`src/rtl/video_fetch.sv`:
```
// Video line fetcher: issues SRAM word addresses in the controller's video
// address slot, captures read data in the data slot, and buffers words in a
// small FIFO for the pixel consumer.
module video_fetch #(
  parameter int FIFO_DEPTH = 8
) (
  input  logic        mclk,
  input  logic        rst,
  input  logic [2:0]  mc,
  input  logic [15:0] sram_d,
  input  logic        line_start,
  input  logic [17:0] base_addr,
  input  logic [7:0]  words,
  output logic [17:0] vaddr,
  input  logic        pix_rd,
  output logic [15:0] pix_d,
  output logic        pix_vld,
  output logic        busy,
  output logic        underrun
);

  localparam int AW = $clog2(FIFO_DEPTH);
  localparam int CW = AW + 1;

  typedef enum logic [1:0] {IDLE, FETCH, DRAIN} state_t;

  state_t        state, state_nxt;
  logic [7:0]    remaining;
  logic          pending;
  logic [15:0]   mem [FIFO_DEPTH];
  logic [AW-1:0] wr_ptr, rd_ptr, rd_nxt;
  logic [CW-1:0] count;
  logic [CW:0]   occ;
  logic          issue, capture, pop_do, pop_empty;

  // Words already buffered plus the one in flight decide whether another
  // address may be issued.
  assign occ    = {1'b0, count} + (CW + 1)'(pending);
  assign rd_nxt = rd_ptr + AW'(1);

  // State register.
  always_ff @(posedge mclk or posedge rst) begin
    if (rst) state <= IDLE;
    else     state <= state_nxt;
  end

  // Next state and per-edge actions; line_start overrides every other action.
  always_comb begin
    state_nxt = state;
    issue     = 1'b0;
    capture   = 1'b0;
    pop_do    = 1'b0;
    pop_empty = 1'b0;
    if (line_start) begin
      state_nxt = (words == 8'd0) ? IDLE : FETCH;
    end else begin
      issue     = (state == FETCH) && mc[0] && !mc[1] &&
                  (occ < (CW + 1)'(FIFO_DEPTH));
      capture   = mc[2] && !mc[1] && pending;
      pop_do    = pix_rd && (count != '0);
      pop_empty = pix_rd && (count == '0);
      if (issue && remaining == 8'd1) state_nxt = DRAIN;
      if (capture && state == DRAIN)  state_nxt = IDLE;
    end
  end

  // Address generation, FIFO bookkeeping, head register and underrun flag.
  always_ff @(posedge mclk or posedge rst) begin
    if (rst) begin
      vaddr     <= '0;
      remaining <= '0;
      pending   <= 1'b0;
      wr_ptr    <= '0;
      rd_ptr    <= '0;
      count     <= '0;
      pix_d     <= '0;
      underrun  <= 1'b0;
    end else if (line_start) begin
      vaddr     <= base_addr;
      remaining <= words;
      pending   <= 1'b0;
      wr_ptr    <= '0;
      rd_ptr    <= '0;
      count     <= '0;
      underrun  <= 1'b0;
    end else begin
      if (capture) begin
        pending <= 1'b0;
        wr_ptr  <= wr_ptr + AW'(1);
      end
      if (issue) begin
        pending   <= 1'b1;
        vaddr     <= vaddr + 18'd1;
        remaining <= remaining - 8'd1;
      end
      if (pop_do)    rd_ptr   <= rd_nxt;
      if (pop_empty) underrun <= 1'b1;
      case ({capture, pop_do})
        2'b10:   count <= count + CW'(1);
        2'b01:   count <= count - CW'(1);
        default: count <= count;
      endcase
      // The captured word becomes the head when nothing else remains ahead
      // of it; otherwise a pop exposes the next stored word.
      if (capture && (count == '0 || (count == CW'(1) && pop_do)))
        pix_d <= sram_d;
      else if (pop_do && count > CW'(1))
        pix_d <= mem[rd_nxt];
    end
  end

  // FIFO storage; contents need no reset because count gates visibility.
  always_ff @(posedge mclk) begin
    if (capture) mem[wr_ptr] <= sram_d;
  end

  assign pix_vld = (count != '0);
  assign busy    = (state != IDLE);

endmodule
```
`config.mk`:
```
export PLATFORM = sky130hd
export DESIGN_NAME = video_fetch
export DESIGN_NICKNAME = d
export VERILOG_FILES = /design/src/rtl/video_fetch.sv
export SDC_FILE = /design/constraint.sdc
export NUM_CORES = 1
export LEC_CHECK = 0
export CAP_MARGIN = 25
export CORE_MARGIN = 2
export CORE_UTILIZATION = 44
export CTS_BUF_LIST = sky130_fd_sc_hd__clkbuf_8 sky130_fd_sc_hd__clkbuf_16
export DETAILED_ROUTE_END_ITERATION = 12
export GPL_TIMING_DRIVEN = 0
export SLEW_MARGIN = 20
export SYNTH_ARGS = -nofsm -noshare
export SYNTH_HDL_FRONTEND = slang
export SYNTH_SLANG_ARGS = --single-unit
```
`constraint.sdc`:
```
create_clock -name mclk -period 5.4 [get_ports mclk]
set_clock_uncertainty 0.15 [all_clocks]
set_input_delay 1.62 -clock mclk [delete_from_list [all_inputs] [get_ports mclk]]
set_output_delay 1.62 -clock mclk [all_outputs]
set_load 0.01 [all_outputs]
```
==> reports/qor.json, run 1 <==
{
  "setup_path": {
    "critPathBufInv": 2,
    "reg2reg_depth": 8,
    "timing.rr.start": "count[0]$_DFFE_PP0P_",
    "worst_path_cell_trace": "clkdlybuf4s50_1, nand3b_1, nor4_2, clkbuf_1, a221o_1",
    "worstSetupEndpointType": "flip-flop",
    "critical-path-top-delay-family": "simple AND/OR/NAND/NOR gates",
    "critPathMaxStageDelay_ps": 880,
    "crit_path_arrival_time_ps": 4330,
    "register_to_register_setup_slack_ps": 2490,
    "critical_path.startpoint": "mc[1]",
    "timing.critical_path.slowest_stage_cell": "sky130_fd_sc_hd__nor4_2",
    "crit_required_ps": 5610,
    "r2r-end": "pix_d[7]$_DFFE_PP0P_",
    "timing.critical_path.fanout_max": 10,
    "setup.worst_path.start_class": "input pin",
    "crit_type": "in -> reg"
  },
  "placed_design": {
    "dp_cells": 849,
    "portBuffers": 83,
    "hpwlAfterDp_um": 12600,
    "gp_congestion": 0.781,
    "dp_worst_slack_ps": 825
  },
  "sta": {
    "post_route_setup_slack_ps": 1280,
    "worst_slew_pin_slew_ps": 983,
    "max_freq_mhz": 243,
    "rsz0062_at_grt": "false",
    "setup_viol_count_final": 0,
    "report.final.hold_viol_count": 0,
    "final.min_clock_period_ps": 4120,
    "timing.final.crit_share_pct": 76.3,
    "max-slew-margin-rel_pct": 34.5,
    "setup_tns_ps": 0,
    "hold_ws_ps": 363,
    "timing_max_transition_violations_final": 0
  },
  "floorplanning": {
    "effective_utilization_at_floorplan_pct": 45.3,
    "top_level_ports": 86,
    "core-area_mm2": 0.0174,
    "chipHeight_um": 138,
    "dieArea_mm2": 0.0189,
    "std_cell_rows": 48,
    "chipWidth_um": 138
  },
  "clock_network": {
    "post-cts-setup-buffers": 0,
    "postCtsHoldBufs": 0,
    "clock_tree.root_cell": "sky130_fd_sc_hd__clkbuf_16",
    "clkLatencyLatePin_ps": 430,
    "clock-sinks": 184,
    "cts_max_path_buffers": 2,
    "cts_buffers": 17,
    "worst_setup_hold_path_clk_slew_ps": 70,
    "h-tree-depth": 4,
    "cts-resized-gates": 0,
    "tritoncts": "yes"
  },
  "drt": {
    "totalWireLength_um": 18700,
    "drt-wirelength-per-cell_um": 21.2,
    "detailedRoute.firstIterationViolations": 378,
    "final_antenna_net_count": 0,
    "drt_pass1_iterations": 5,
    "avgViaCountPerCell": 5.79,
    "vias": 5104,
    "remaining_drc_errors": 0
  },
  "power_and_ir_drop": {
    "pwr_density_cell_mw_per_mm2": 405,
    "worst_ir_drop_vdd_mv": 0.253,
    "p_leak_nw": 3.44
  },
  "global_route": {
    "globalRouteTotalUtil_pct": 21.1,
    "grt_antenna_before_repair": 0,
    "wire_length_of_the_first_global_routing_pass_um": 28900,
    "globalRoute.totalOverflow": 0,
    "grt_pass1_vias": 5079,
    "maximum_number_of_pins_on_one_net_before_global_route_repair": 40
  },
  "job": {
    "drv_cap": 0
  },
  "final_layout": {
    "fill_cells": 1401,
    "layoutNonFillerInstCount": 881,
    "area_added_between_synthesis_and_finish_pct": 24.4,
    "layout_common_cells": "sky130_fd_sc_hd__edfxtp_1, sky130_fd_sc_hd__clkdlybuf4s50_1, sky130_fd_sc_hd__nand2_1, sky130_fd_sc_hd__dfrtp_1, sky130_fd_sc_hd__mux4_2",
    "multi_input_area_mm2": 0.00248,
    "antenna_cells": 0,
    "nNetsFinal": 701,
    "layout-drive-gt1-share_pct": 15.5,
    "seq_area_mm2": 0.00525,
    "most_frequent_standard_cell_in_the_layout_excluding_fill_and_tap_cells": "sky130_fd_sc_hd__edfxtp_1"
  },
  "synthesis": {
    "syn_inst": 530,
    "synth_cell_types": 50,
    "async_reset_ff_share_pct": 30.4,
    "synth-warning-count": 0,
    "synth_enable_flop_cells": 128,
    "ys_seq_area_share_pct": 66.7,
    "synth.avg_cell_area_um2": 14.8,
    "synthesis.area_mm2": 0.00786,
    "synthesis.nets": 588,
    "postSynth.topFlopCell": "sky130_fd_sc_hd__edfxtp_1",
    "postSynthRegisterBits": 184
  },
  "outcome": {
    "run_status": "finished clean"
  },
  "min_path": {
    "worstHoldPathType": "reg -> reg",
    "hold_start": "pix_d[2]$_DFFE_PP0P_",
    "timing.hold.worst_path_depth": 1,
    "timing.hold.worst_endpoint": "pix_d[2]$_DFFE_PP0P_"
  }
}
state kept, by name, indices dropped and copies added (netlist names):
signal / cells
underrun: 1
remaining: 8
rd_ptr: 3
mem: 128
wr_ptr: 3
vaddr: 18
state: 2
pending: 1
pix_d: 16
count: 4
how the worst max path moves through the flow:
stage | cells after the start | endpoint | slack (ps)
6_report | 5 | pix_d[7]$_DFFE_PP0P_ | 1280
5_1_grt | 5 | pix_d[7]$_DFFE_PP0P_ | 1120
4_1_cts | 5 | pix_d[7]$_DFFE_PP0P_ | 1270
3_5_place_dp | 5 | pix_d[7]$_DFFE_PP0P_ | 830
3_3_place_gp | 4 | mem[0][2]$_DFFE_PP_ | -540
2_1_floorplan | 5 | mem[1][0]$_DFFE_PP_ | 1320
final cells by class:
class,instances,area share [%]
Sequential cell,184,53.6
Multi-Input combinational cell,308,25.4
Timing Repair Buffer,94,9.97
Clock buffer,17,4.35
Tap cell,225,2.88
Clock inverter,15,2.16
Buffer,27,1.19
Inverter,11,0.448
per-layer routing:
| layer | vias up | share of wire (%) | global-route usage [%] |
|---|---|---|---|
| li1 | 2308 | - | - |
| met1 | 2618 | 45 | 30.5 |
| met2 | 156 | 48 | 32.2 |
| met3 | 22 | 5.4 | 4.27 |
| met4 | 0 | 1.7 | 6.93 |
| met5 | - | 0 | 0 |
where the power goes:
part / total (W) / leakage (nW) / internal (W) / switching [W]
clock network: 0.00134 / 0.305 / 0.000786 / 0.000553
logic: 0.000919 / 1.29 / 0.000462 / 0.000458
registers: 0.00170 / 1.85 / 0.00161 / 0.0000892
total: 0.00396 / 3.44 / 0.00286 / 0.00110
cells in the mapped netlist, types with 2 or more instances:
| library cell | n | area [µm²] |
|---|---|---|
| sky130_fd_sc_hd__a21oi_1 | 24 | 120 |
| sky130_fd_sc_hd__a221o_1 | 16 | 160 |
| sky130_fd_sc_hd__a31oi_1 | 12 | 75.1 |
| sky130_fd_sc_hd__and3_1 | 3 | 18.8 |
| sky130_fd_sc_hd__and3b_1 | 2 | 17.5 |
| sky130_fd_sc_hd__and4_1 | 4 | 35.0 |
| sky130_fd_sc_hd__buf_2 | 6 | 30.0 |
| sky130_fd_sc_hd__clkbuf_1 | 19 | 71.3 |
| sky130_fd_sc_hd__dfrtp_1 | 56 | 1400 |
| sky130_fd_sc_hd__edfxtp_1 | 128 | 3840 |
| sky130_fd_sc_hd__ha_1 | 9 | 113 |
| sky130_fd_sc_hd__inv_1 | 10 | 37.5 |
| sky130_fd_sc_hd__mux4_2 | 32 | 721 |
| sky130_fd_sc_hd__nand2_1 | 60 | 225 |
| sky130_fd_sc_hd__nand2b_1 | 2 | 12.5 |
| sky130_fd_sc_hd__nand3_1 | 13 | 65.1 |
| sky130_fd_sc_hd__nand4_1 | 10 | 62.6 |
| sky130_fd_sc_hd__nand4_2 | 3 | 37.5 |
| sky130_fd_sc_hd__nor2_1 | 23 | 86.3 |
| sky130_fd_sc_hd__nor3_1 | 5 | 25.0 |
| sky130_fd_sc_hd__nor3b_1 | 3 | 22.5 |
| sky130_fd_sc_hd__nor4_1 | 4 | 25.0 |
| sky130_fd_sc_hd__o211ai_1 | 4 | 30.0 |
| sky130_fd_sc_hd__o21ai_0 | 18 | 90.1 |
| sky130_fd_sc_hd__o31ai_1 | 7 | 52.6 |
| sky130_fd_sc_hd__or2_1 | 2 | 12.5 |
| sky130_fd_sc_hd__or2_2 | 2 | 12.5 |
| sky130_fd_sc_hd__or3_1 | 8 | 50.1 |
| sky130_fd_sc_hd__or4_1 | 11 | 82.6 |
| sky130_fd_sc_hd__xnor2_1 | 4 | 35.0 |
| sky130_fd_sc_hd__xor2_1 | 11 | 96.3 |
metrics by stage:
stage,utilization (%),power [W],cell area [µm²]
floorplan,-,0.00226,7860
global placement,51.7,0.00262,8970
detailed placement,52.7,0.00264,9140
CTS,56.3,0.00399,9780
global route,56.3,0.00413,9780
finish,56.3,0.00396,9780
kinds of logic after synthesis:
group | after synthesis | share of synthesized area, %
AO/OA/AOI/OAI | 87 | 7.45
multiplexers | 34 | 9.44
adder cells (fa/ha/maj) | 9 | 1.43
XOR/XNOR | 15 | 1.67
buffers and inverters | 38 | 2.01
flip-flops | 184 | 66.7
AND/OR/NAND/NOR | 163 | 11.3
No activity file was read; power rests on OpenSTA's default activity.
==> inputs of run 2 (changes only) <==
Clock period 5.4 ns to 3.83 ns, I/O delays scaled along.
==> results of run 2 <==
Same layout as run 1 (identical final DEF). Status: finished clean.
Among the figures that moved: setup slack after placement 825 ps -> -274 ps; setup slack after layout 1280 ps -> 179 ps; register-to-register setup slack 2490 ps -> 920 ps; total power 0.00396 W -> 0.00558 W; worst IR drop on VDD 0.253 mV -> 0.357 mV
==> inputs of run 3 (changes only) <==
--- a/config.mk
+++ b/config.mk
@@ -17 +17,2 @@
 export SYNTH_SLANG_ARGS = --single-unit
+export TNS_END_PERCENT = 5
==> constraint.sdc (replaced) <==
create_clock -name mclk -period 3.83 [get_ports mclk]
set_clock_uncertainty 0.15 [all_clocks]
set_input_delay 0.766 -clock mclk [delete_from_list [all_inputs] [get_ports mclk]]
set_output_delay 0.766 -clock mclk [all_outputs]
set_load 0.01 [all_outputs]
==> results of run 3 <==
Same layout as run 1 (identical final DEF). Status: finished clean.
Among the figures that moved: setup slack after placement 825 ps -> 109 ps; setup slack after layout 1280 ps -> 562 ps; register-to-register setup slack 2490 ps -> 920 ps; total power 0.00396 W -> 0.00558 W; worst IR drop on VDD 0.253 mV -> 0.357 mV
